### src/rtl/logic_gate_mode_detector_if.sv
// logic_gate_mode_detector_if: sample stream in, candidate/verdict status out
interface logic_gate_mode_detector_if;
   logic       start;
   logic       in_valid;
   logic       in_ready;
   logic [3:0] a;
   logic [3:0] b;
   logic [3:0] y;
   logic [7:0] cand_mask;
   logic       done;
   logic       fail;
   logic       ambiguous;
   logic [2:0] mode_found;
   logic [7:0] sample_cnt;
   modport master (
      output start, in_valid, a, b, y,
      input  in_ready, cand_mask, done, fail, ambiguous, mode_found, sample_cnt
   );
   modport slave (
      input  start, in_valid, a, b, y,
      output in_ready, cand_mask, done, fail, ambiguous, mode_found, sample_cnt
   );
endinterface

### src/rtl/logic_gate_mode_detector.sv
// logic_gate_mode_detector: narrows 8 gate hypotheses against observed (a,b,y) samples
module logic_gate_mode_detector #(
   parameter int MAX_SAMPLES = 16
) (
   input logic                         clk,
   input logic                         rst,
   logic_gate_mode_detector_if.slave   bus
);
   typedef enum logic [2:0] {IDLE, SEARCH, LOCKED, FAIL, AMBIG} state_t;
   state_t     state_q;
   logic [7:0] cand_mask_q;
   logic       done_q;
   logic       fail_q;
   logic       ambiguous_q;
   logic [2:0] mode_found_q;
   logic [7:0] sample_cnt_q;
   logic [7:0] match;
   logic [7:0] cand_mask_d;
   logic [7:0] sample_cnt_d;
   logic [3:0] pop;
   logic [2:0] low;
   assign bus.in_ready   = (state_q == SEARCH) && !bus.start;
   assign bus.cand_mask  = cand_mask_q;
   assign bus.done       = done_q;
   assign bus.fail       = fail_q;
   assign bus.ambiguous  = ambiguous_q;
   assign bus.mode_found = mode_found_q;
   assign bus.sample_cnt = sample_cnt_q;
   // surviving candidates after this sample, their count and the lowest survivor
   always_comb begin
      match = {bus.b == bus.y,
               ~(bus.a ^ bus.b) == bus.y,
               (bus.a ^ bus.b) == bus.y,
               ~(bus.a | bus.b) == bus.y,
               ~(bus.a & bus.b) == bus.y,
               ~bus.a == bus.y,
               (bus.a | bus.b) == bus.y,
               (bus.a & bus.b) == bus.y};
      cand_mask_d  = cand_mask_q & match;
      sample_cnt_d = sample_cnt_q + 8'd1;
      pop = '0;
      low = '0;
      for (int i = 7; i >= 0; i--) begin
         pop = pop + {3'b0, cand_mask_d[i]};
         low = cand_mask_d[i] ? 3'(i) : low;
      end
   end
   // FSM with registered verdict outputs; start pre-empts any sample offered the same cycle
   always_ff @(posedge clk) begin
      if (rst) begin
         state_q      <= IDLE;
         cand_mask_q  <= 8'hFF;
         done_q       <= 1'b0;
         fail_q       <= 1'b0;
         ambiguous_q  <= 1'b0;
         mode_found_q <= 3'd0;
         sample_cnt_q <= 8'd0;
      end else if (bus.start) begin
         state_q      <= SEARCH;
         cand_mask_q  <= 8'hFF;
         done_q       <= 1'b0;
         fail_q       <= 1'b0;
         ambiguous_q  <= 1'b0;
         mode_found_q <= 3'd0;
         sample_cnt_q <= 8'd0;
      end else if (state_q == SEARCH && bus.in_valid) begin
         cand_mask_q  <= cand_mask_d;
         sample_cnt_q <= sample_cnt_d;
         if (pop == 4'd1) begin
            state_q      <= LOCKED;
            done_q       <= 1'b1;
            mode_found_q <= low;
         end else if (cand_mask_d == 8'h00) begin
            state_q      <= FAIL;
            done_q       <= 1'b1;
            fail_q       <= 1'b1;
            mode_found_q <= 3'd0;
         end else if (sample_cnt_d == 8'(MAX_SAMPLES)) begin
            state_q      <= AMBIG;
            done_q       <= 1'b1;
            ambiguous_q  <= 1'b1;
            mode_found_q <= low;
         end
      end
   end
endmodule

### src/flat_wrapper.sv
// flat-port wrapper written by rule: the top's interface ports become plain ports
module logic_gate_mode_detector_flat 
#(
   parameter int MAX_SAMPLES = 16
)
  (clk, rst, bus_start, bus_in_valid, bus_a, bus_b, bus_y, bus_in_ready, bus_cand_mask, bus_done, bus_fail, bus_ambiguous, bus_mode_found, bus_sample_cnt);
  logic_gate_mode_detector_if bus_i ();
  input logic clk;
  input logic rst;
  input wire logic [$bits(bus_i.start)-1:0] bus_start;
  input wire logic [$bits(bus_i.in_valid)-1:0] bus_in_valid;
  input wire logic [$bits(bus_i.a)-1:0] bus_a;
  input wire logic [$bits(bus_i.b)-1:0] bus_b;
  input wire logic [$bits(bus_i.y)-1:0] bus_y;
  output wire logic [$bits(bus_i.in_ready)-1:0] bus_in_ready;
  output wire logic [$bits(bus_i.cand_mask)-1:0] bus_cand_mask;
  output wire logic [$bits(bus_i.done)-1:0] bus_done;
  output wire logic [$bits(bus_i.fail)-1:0] bus_fail;
  output wire logic [$bits(bus_i.ambiguous)-1:0] bus_ambiguous;
  output wire logic [$bits(bus_i.mode_found)-1:0] bus_mode_found;
  output wire logic [$bits(bus_i.sample_cnt)-1:0] bus_sample_cnt;
  assign bus_i.start = bus_start;
  assign bus_i.in_valid = bus_in_valid;
  assign bus_i.a = bus_a;
  assign bus_i.b = bus_b;
  assign bus_i.y = bus_y;
  assign bus_in_ready = bus_i.in_ready;
  assign bus_cand_mask = bus_i.cand_mask;
  assign bus_done = bus_i.done;
  assign bus_fail = bus_i.fail;
  assign bus_ambiguous = bus_i.ambiguous;
  assign bus_mode_found = bus_i.mode_found;
  assign bus_sample_cnt = bus_i.sample_cnt;
  logic_gate_mode_detector #(.MAX_SAMPLES(MAX_SAMPLES)) u_core (.clk(clk), .rst(rst), .bus(bus_i));
endmodule
### config.mk
export PLATFORM = sky130hd
export DESIGN_NAME = logic_gate_mode_detector_flat
export DESIGN_NICKNAME = d
export VERILOG_FILES = /design/src/rtl/logic_gate_mode_detector_if.sv /design/src/rtl/logic_gate_mode_detector.sv /design/src/flat_wrapper.sv
export SDC_FILE = /design/constraint.sdc
export NUM_CORES = 1
export LEC_CHECK = 0
export CORE_ASPECT_RATIO = 0.5
export CORE_MARGIN = 3
export CORE_UTILIZATION = 48
export CTS_BUF_LIST = sky130_fd_sc_hd__clkbuf_8
export CTS_CLUSTER_SIZE = 12
export DETAILED_ROUTE_END_ITERATION = 10
export PLACE_DENSITY = 0.8
export REMOVE_ABC_BUFFERS = 1
export SLEW_MARGIN = 30
export SYNTH_ARGS = -nofsm -noshare
export SYNTH_HDL_FRONTEND = slang
export SYNTH_SLANG_ARGS = --single-unit
### constraint.sdc
create_clock -name clk -period 5.1 [get_ports clk]
set_input_delay 1.275 -clock clk [delete_from_list [all_inputs] [get_ports clk]]
set_output_delay 1.275 -clock clk [all_outputs]
set_load 0.02 [all_outputs]
# After elaboration in Yosys (flattened, before gate mapping)
# Cells that the tools add are included.
# word_totals
regBits	25
out_inout_bits	23
elab_cells	68
# classes
n_addsub	8
eq_ne	11
n_mux	19
n_bitwise	10
n_reduce_logical	12
# ops
op	count
two-way mux 3 bit	14
equality test 4 bit	8
adder 4 x 1 -> 4 bit	6
NOT 4 bit	4
adder 8 x 1 -> 8 bit, second input constant	1
AND 8 bit	1
equality test 8 x 5 -> 1 bit, second input constant	1
logical NOT 8 bit	1
two-way mux 1 bit	5
AND 4 bit	1
equality test 4 x 1 -> 1 bit, second input constant	1
bitwise OR 4 bit	1
AND reduction 2 bit	2
AND reduction 4 bit	1
nonzero test 4 bit	1
XOR 4 bit	1
equality test 3 x 1 -> 1 bit, second input constant	1
AND reduction 3 bit	1
nonzero test 3 bit	1
adder 1 x 1 -> 2 bit	1
logical AND 1 bit	2
NOT 1 bit	2
nonzero test 2 bit	1
OR reduction 2 bit	1
logical NOT 1 bit	1

# Logic depth before layout (Yosys ltp)
# depth
depth_word	15
mapped_depth	19
depth_no_buf	19

# Worst setup path before layout
# Ideal clock, no wire load.
# synth_timing
kind	in2reg
start	input port bus_b[3]
end	register u_core.mode_found_q[1], in the netlist u_core.bus.mode_found[1]
arrival_ns	5.293
required_time_ns	5.025
slack_ns	-0.268
cell_stages	18
n_path_buf	0
path_cell_list	inv_1 ha_1 xnor2_1 nor3_1 nand3_1 ha_1 inv_1 fa_1 fa_1 fa_1 fa_1 nor2_1 a31oi_1 or3b_2 a21o_1 o211ai_1 nand2_1 o22ai_1
# synth_via
elab_chain_cells	14
# synth_rtl
element	line_no	rtl
start, declared	flat_wrapper.sv:13	input wire logic [$bits(bus_i.b)-1:0] bus_b;
XOR 4 bit	logic_gate_mode_detector.sv:32, logic_gate_mode_detector.sv:33	
NOT 4 bit	logic_gate_mode_detector.sv:32	~(bus.a ^ bus.b) == bus.y,
equality test 4 bit	logic_gate_mode_detector.sv:32	
AND 8 bit (*)	logic_gate_mode_detector.sv:39	cand_mask_d = cand_mask_q & match;
adder 1 x 1 -> 2 bit or two-way mux 3 bit (tied branches)	logic_gate_mode_detector.sv:44, logic_gate_mode_detector.sv:45	
adder 4 x 1 -> 4 bit or two-way mux 3 bit (tied branches) (6 in a row)	logic_gate_mode_detector.sv:44, logic_gate_mode_detector.sv:45	
equality test 4 x 1 -> 1 bit or two-way mux 3 bit (tied branches)	logic_gate_mode_detector.sv:69, logic_gate_mode_detector.sv:78	
nonzero test 3 bit (no source line) or two-way mux 3 bit (tied branches)	--	
AND reduction 2 bit (no source line) or two-way mux 3 bit (tied branches)	--	
end signal, assigned	logic_gate_mode_detector.sv:72	mode_found_q <= low;
end signal, assigned	logic_gate_mode_detector.sv:82	mode_found_q <= low;
end, declared	logic_gate_mode_detector.sv:15	logic [2:0] mode_found_q;
# Every way passes the cells marked *; elsewhere a longest branch is shown, timed or not. The select of a mux whose other input is x is not followed.
# A chain may end at the register's enable or synchronous reset.

# Final worst setup path
# layout_timing
start	input port bus_b[1]
end	register u_core.mode_found_q[1], in the netlist u_core.bus.mode_found[1]
# The elaborated chain is that of the path after synthesis.

==> summary by stage <==
Critical path
Walking the worst path, the cells encountered are buf_8, inv_4, ha_4, xnor2_4, nor3_2, nand3_2, ha_4, inv_2, fa_1, fa_1, fa_2, fa_2, nor2_1, a31oi_1, or3b_4, a21o_1, o211ai_1, nand2_1, o22ai_2. The worst reg-to-reg setup slack is 1300 ps. The endpoint of the worst-slack reg-to-reg timing path is u_core.bus.mode_found[1]$_SDFFE_PP0P_. On the worst path, the slowest cell contributes a delay of 500 ps. The startpoint identified for the worst register-to-register timing path is u_core.bus.cand_mask[7]$_SDFFE_PP1P_. The slowest library cell on the worst path is fa_1.

For the worst setup path, the data required time is 5310 ps. The number of buffers and inverters on the critical path is 3. On the critical path the largest part of the delay comes from adder cells. The source of the critical timing path is bus_b[1]. STA classifies the critical path startpoint as a primary input. The sort of element at the end of the critical path is a flop. Of all nets on the critical path, the largest fanout is 2. Data on the critical path arrives at its endpoint at 5390 ps. The critical path crosses 19 cells after its start point.

The category of the most critical setup path is in -> reg. The number of cells on the worst reg-to-reg path is 14. The most critical setup path has its endpoint at u_core.bus.mode_found[1]$_SDFFE_PP0P_.

Global routing
The largest net degree at the start of global routing is 21. The met1 layer usage reported by global route is 0.2363. For this run, global-route usage on met2 was measured as 0.3802. met2 is the most crowded layer. The number of global-route vias before repair was 1694.

For met3 alone, demand over resource in global routing was 0.05030. The initial antenna violation count is 0. In the global route stage, overall resource usage came out at 0.2101. After global routing the overflow that remains totals 0. The first-pass GRT wire length is 7596 um.

Synthesis
The number of synthesized flops with an enable pin is 0. The sequential fraction of the synthesis area is 0.2747. Counting distinct cell types in the post-synthesis netlist gives 45.

The mean instance size in the synthesized netlist is 9.155 um^2. Counting flops with an async set or reset pin after synthesis yields a share of 0. The total standard cell area after synthesis is 1822 um^2. For this run, the leading register cell type out of synthesis is dfxtp_1. During synthesis, Yosys emitted a total of 0 warnings. The post-synthesis register bit count is 25. Synthesis handed over a netlist of 199 instances.

Placed design
The final weighted congestion of routability-driven global placement is 0.8587. The number of placed instances, taps included, is 309. The HPWL after detailed placement is 3434 um. OpenSTA, run right after detailed placement, puts the worst setup slack at -961.5 ps.

Buffers placed on the I/O ports in this run total 38.

Floorplanning
The cell row count is 15. 39 I/O pins were placed. The initial utilization of the core area, before any placement, comes to 0.5163. In this run the horizontal extent of the chip is 93.13 um. The die extent in y is 49.56 um. The die covers 4615 um^2. The core area is 3528 um^2.

Layout
The final layout net count is 304. The number of non-filler instances in the completed layout is 319. In the layout the commonest cells are 35 x buf_4, 26 x clkdlybuf4s50_1, 25 x dfxtp_1. Fill cells in the final layout number 256. For this run, the share of the core covered by cells in the final layout is 0.7621.

Compared with the post-synthesis result, the final layout area differs by 47.60%. The total inserted antenna cells is 0. Leaving out fill and tap cells, the most frequent cell in the layout is buf_4. The fraction of final layout cells with drive strength greater than 1 is 0.3545.

Drt
The DRC violation count after routing is 0. The number of routed nets with antenna violations is 0. The detailed router finished its first iteration with 47 violations. Summing over every cut layer, the via total after detailed routing is 1663.

The first detailed-routing pass ran for 4 iterations. After detailed routing, the average wire length per cell comes to 14.59 um. The routed via count divided by cell count is 5.213. The wire length reported by the detailed router is 4654 um.

Power
The share of total power dissipated in sequential elements is 0.367. Of the total power, the share spent switching nets is 0.3255. The analysis attributes to cell leakage a power of 1.108 nW. The analysis attributes to net switching a power of 0.0001810 W. The worst-case IR drop observed on VDD is 0.1014 mV. Of the total power, the clock network draws 0.223. The power per unit of standard cell area is 206.9 nW/um^2. The design internal power is 0.0003752 W. The part of the total power dissipated in combinational logic is 0.410.

Clocking
The clock-pin transition on the worst setup and hold timing paths is 90 ps. The tree built by TritonCTS fans out to 25 sinks. Counting along the longest clock path gives a buffer depth of 2. The count of hold buffers inserted by post-cts repair is 0.

TritonCTS built the clock tree. In this run the clock root is driven by a clkbuf_8. The clock latency of the later-clocked register in the worst-skew pair is 280 ps. TritonCTS created 3 clock buffers.

The H-tree depth is 1.

STA
Setup violations remaining at the end of the flow were counted as 1. The count of endpoints failing hold in the final timing report came to 0. The worst-margin pin slew is 600.8 ps. On the final layout, the worst clock skew is 5.116 ps. The max-slew violation total from the final report is 0.

Across all setup checks in the final design, the least slack found is -80.78 ps. Headroom to the max-slew limit came out at 0.5984. The clock period minus worst slack is 5181 ps. In the finished design, the share of the clock period the worst path needs comes to 1.016. Setup repair after global routing could not meet its margin everywhere. The fmax is 193.0 MHz.

Min path
The worst hold-check path type is reg -> reg.

Flow run
The number of maximum-capacitance violations is 0.

Status
The checks that failed: negative setup slack. The run finished, with violations left.
## synthesized netlist by cell type, types with 2 or more instances
cell type / instances / area share
o21a_1: 2 / 0.0082
buf_6: 4 / 0.025
nand4_2: 2 / 0.014
dfxtp_1: 25 / 0.27
nor3_1: 5 / 0.014
inv_1: 20 / 0.041
xnor2_1: 11 / 0.053
o211ai_1: 2 / 0.0082
ha_1: 15 / 0.10
clkbuf_1: 3 / 0.0062
nand3_1: 9 / 0.025
xnor2_4: 2 / 0.030
nand2_1: 16 / 0.033
xor2_1: 11 / 0.053
nand3_2: 2 / 0.011
a31oi_1: 2 / 0.0069
nor2b_1: 2 / 0.0069
nand4_1: 3 / 0.010
or3_1: 2 / 0.0069
a21oi_1: 14 / 0.038
fa_1: 4 / 0.044
a211oi_1: 2 / 0.0082
o21ai_0: 2 / 0.0055
xor2_4: 2 / 0.030
nand2b_1: 2 / 0.0069
nor2_1: 16 / 0.033
## final cells by class
type,count,area [um^2],share of cell area
repair buffers,73,628.1,0.2336
multi-input cells,146,1363,0.5067
well taps,51,63.81,0.02373
inverters,20,85.08,0.03164
flip-flops and latches,25,500.5,0.1861
clock buffers,3,41.29,0.01536
clock inverters,1,7.507,0.002792
## worst min path at each step
stage	startpoint	to	slack (ps)	depth (start not counted)
2_1_floorplan	u_core.state_q[2]$_SDFFE_PP0P_	u_core.state_q[2]$_SDFFE_PP0P_	450	2
3_3_place_gp	u_core.bus.ambiguous$_SDFFE_PP0P_	u_core.bus.ambiguous$_SDFFE_PP0P_	430	2
3_5_place_dp	u_core.bus.ambiguous$_SDFFE_PP0P_	u_core.bus.ambiguous$_SDFFE_PP0P_	440	2
4_1_cts	u_core.bus.ambiguous$_SDFFE_PP0P_	u_core.bus.ambiguous$_SDFFE_PP0P_	460	2
5_1_grt	u_core.bus.ambiguous$_SDFFE_PP0P_	u_core.bus.ambiguous$_SDFFE_PP0P_	480	2
6_report	u_core.bus.ambiguous$_SDFFE_PP0P_	u_core.bus.ambiguous$_SDFFE_PP0P_	450	2
## per-layer routing
metal	share of wire	routed length, um	vias to the layer above
li1	-	-	803
met1	0.41	1903	793
met2	0.52	2422	56
met3	0.049	229	11
met4	0.021	99	0
met5	0	0	-
## per-stage QoR
stage / TNS [ps] / hold slack (ps) / instance area (um^2) / total power, W
final: -80.78 / 451.9 / 2689 / 0.0005562
after global routing: -469.3 / 483.9 / 2689 / 0.0005851
after CTS: -511.6 / 455.8 / 2616 / 0.0005401
after detailed placement: -6768 / 443.0 / 2422 / 0.0003888
after global placement: -5838 / 432.2 / 2422 / 0.0003830
after floorplan: -622.4 / 447.3 / 1760 / 0.0003093
## power groups by stage
stage	clock, W	combinational [W]	sequential [W]
2_1_floorplan	0	0.0000965	0.000213
3_3_place_gp	0	0.000174	0.000209
3_5_place_dp	0	0.000180	0.000209
4_1_cts	0.000124	0.000212	0.000204
5_1_grt	0.000138	0.000242	0.000205
6_report	0.000124	0.000228	0.000204
## sequential cells by signal (all words and copies together) (netlist names)
name                   count
u_core.bus.ambiguous       1
u_core.bus.cand_mask       8
u_core.bus.done            1
u_core.bus.fail            1
u_core.bus.mode_found      3
u_core.bus.sample_cnt      8
u_core.state_q             3
## what timing repair did
item                                    CTS  global route
gates resized for setup                  66            18
endpoints found under the setup margin    9             9
hold endpoints to repair                  0             0
buffers inserted                          4             2
gates cloned                              0             0
pin swaps                                25            20
## worst min-delay path: cells and delay by family (launching register included)
family	cells	cell delay, ps
buffers and inverters	1	50
DFF	1	320
AOI/OAI and AO/OA	1	50
## cells by family after synthesis
group,share of synthesized area
flip-flops,0.2747
XOR/XNOR,0.1662
AND/OR/NAND/NOR,0.2177
AO/OA/AOI/OAI,0.1140
adder cells (fa/ha/maj),0.1470
multiplexers,0.005495
buffers and inverters,0.07486
No activity file was read; power rests on OpenSTA's default activity.
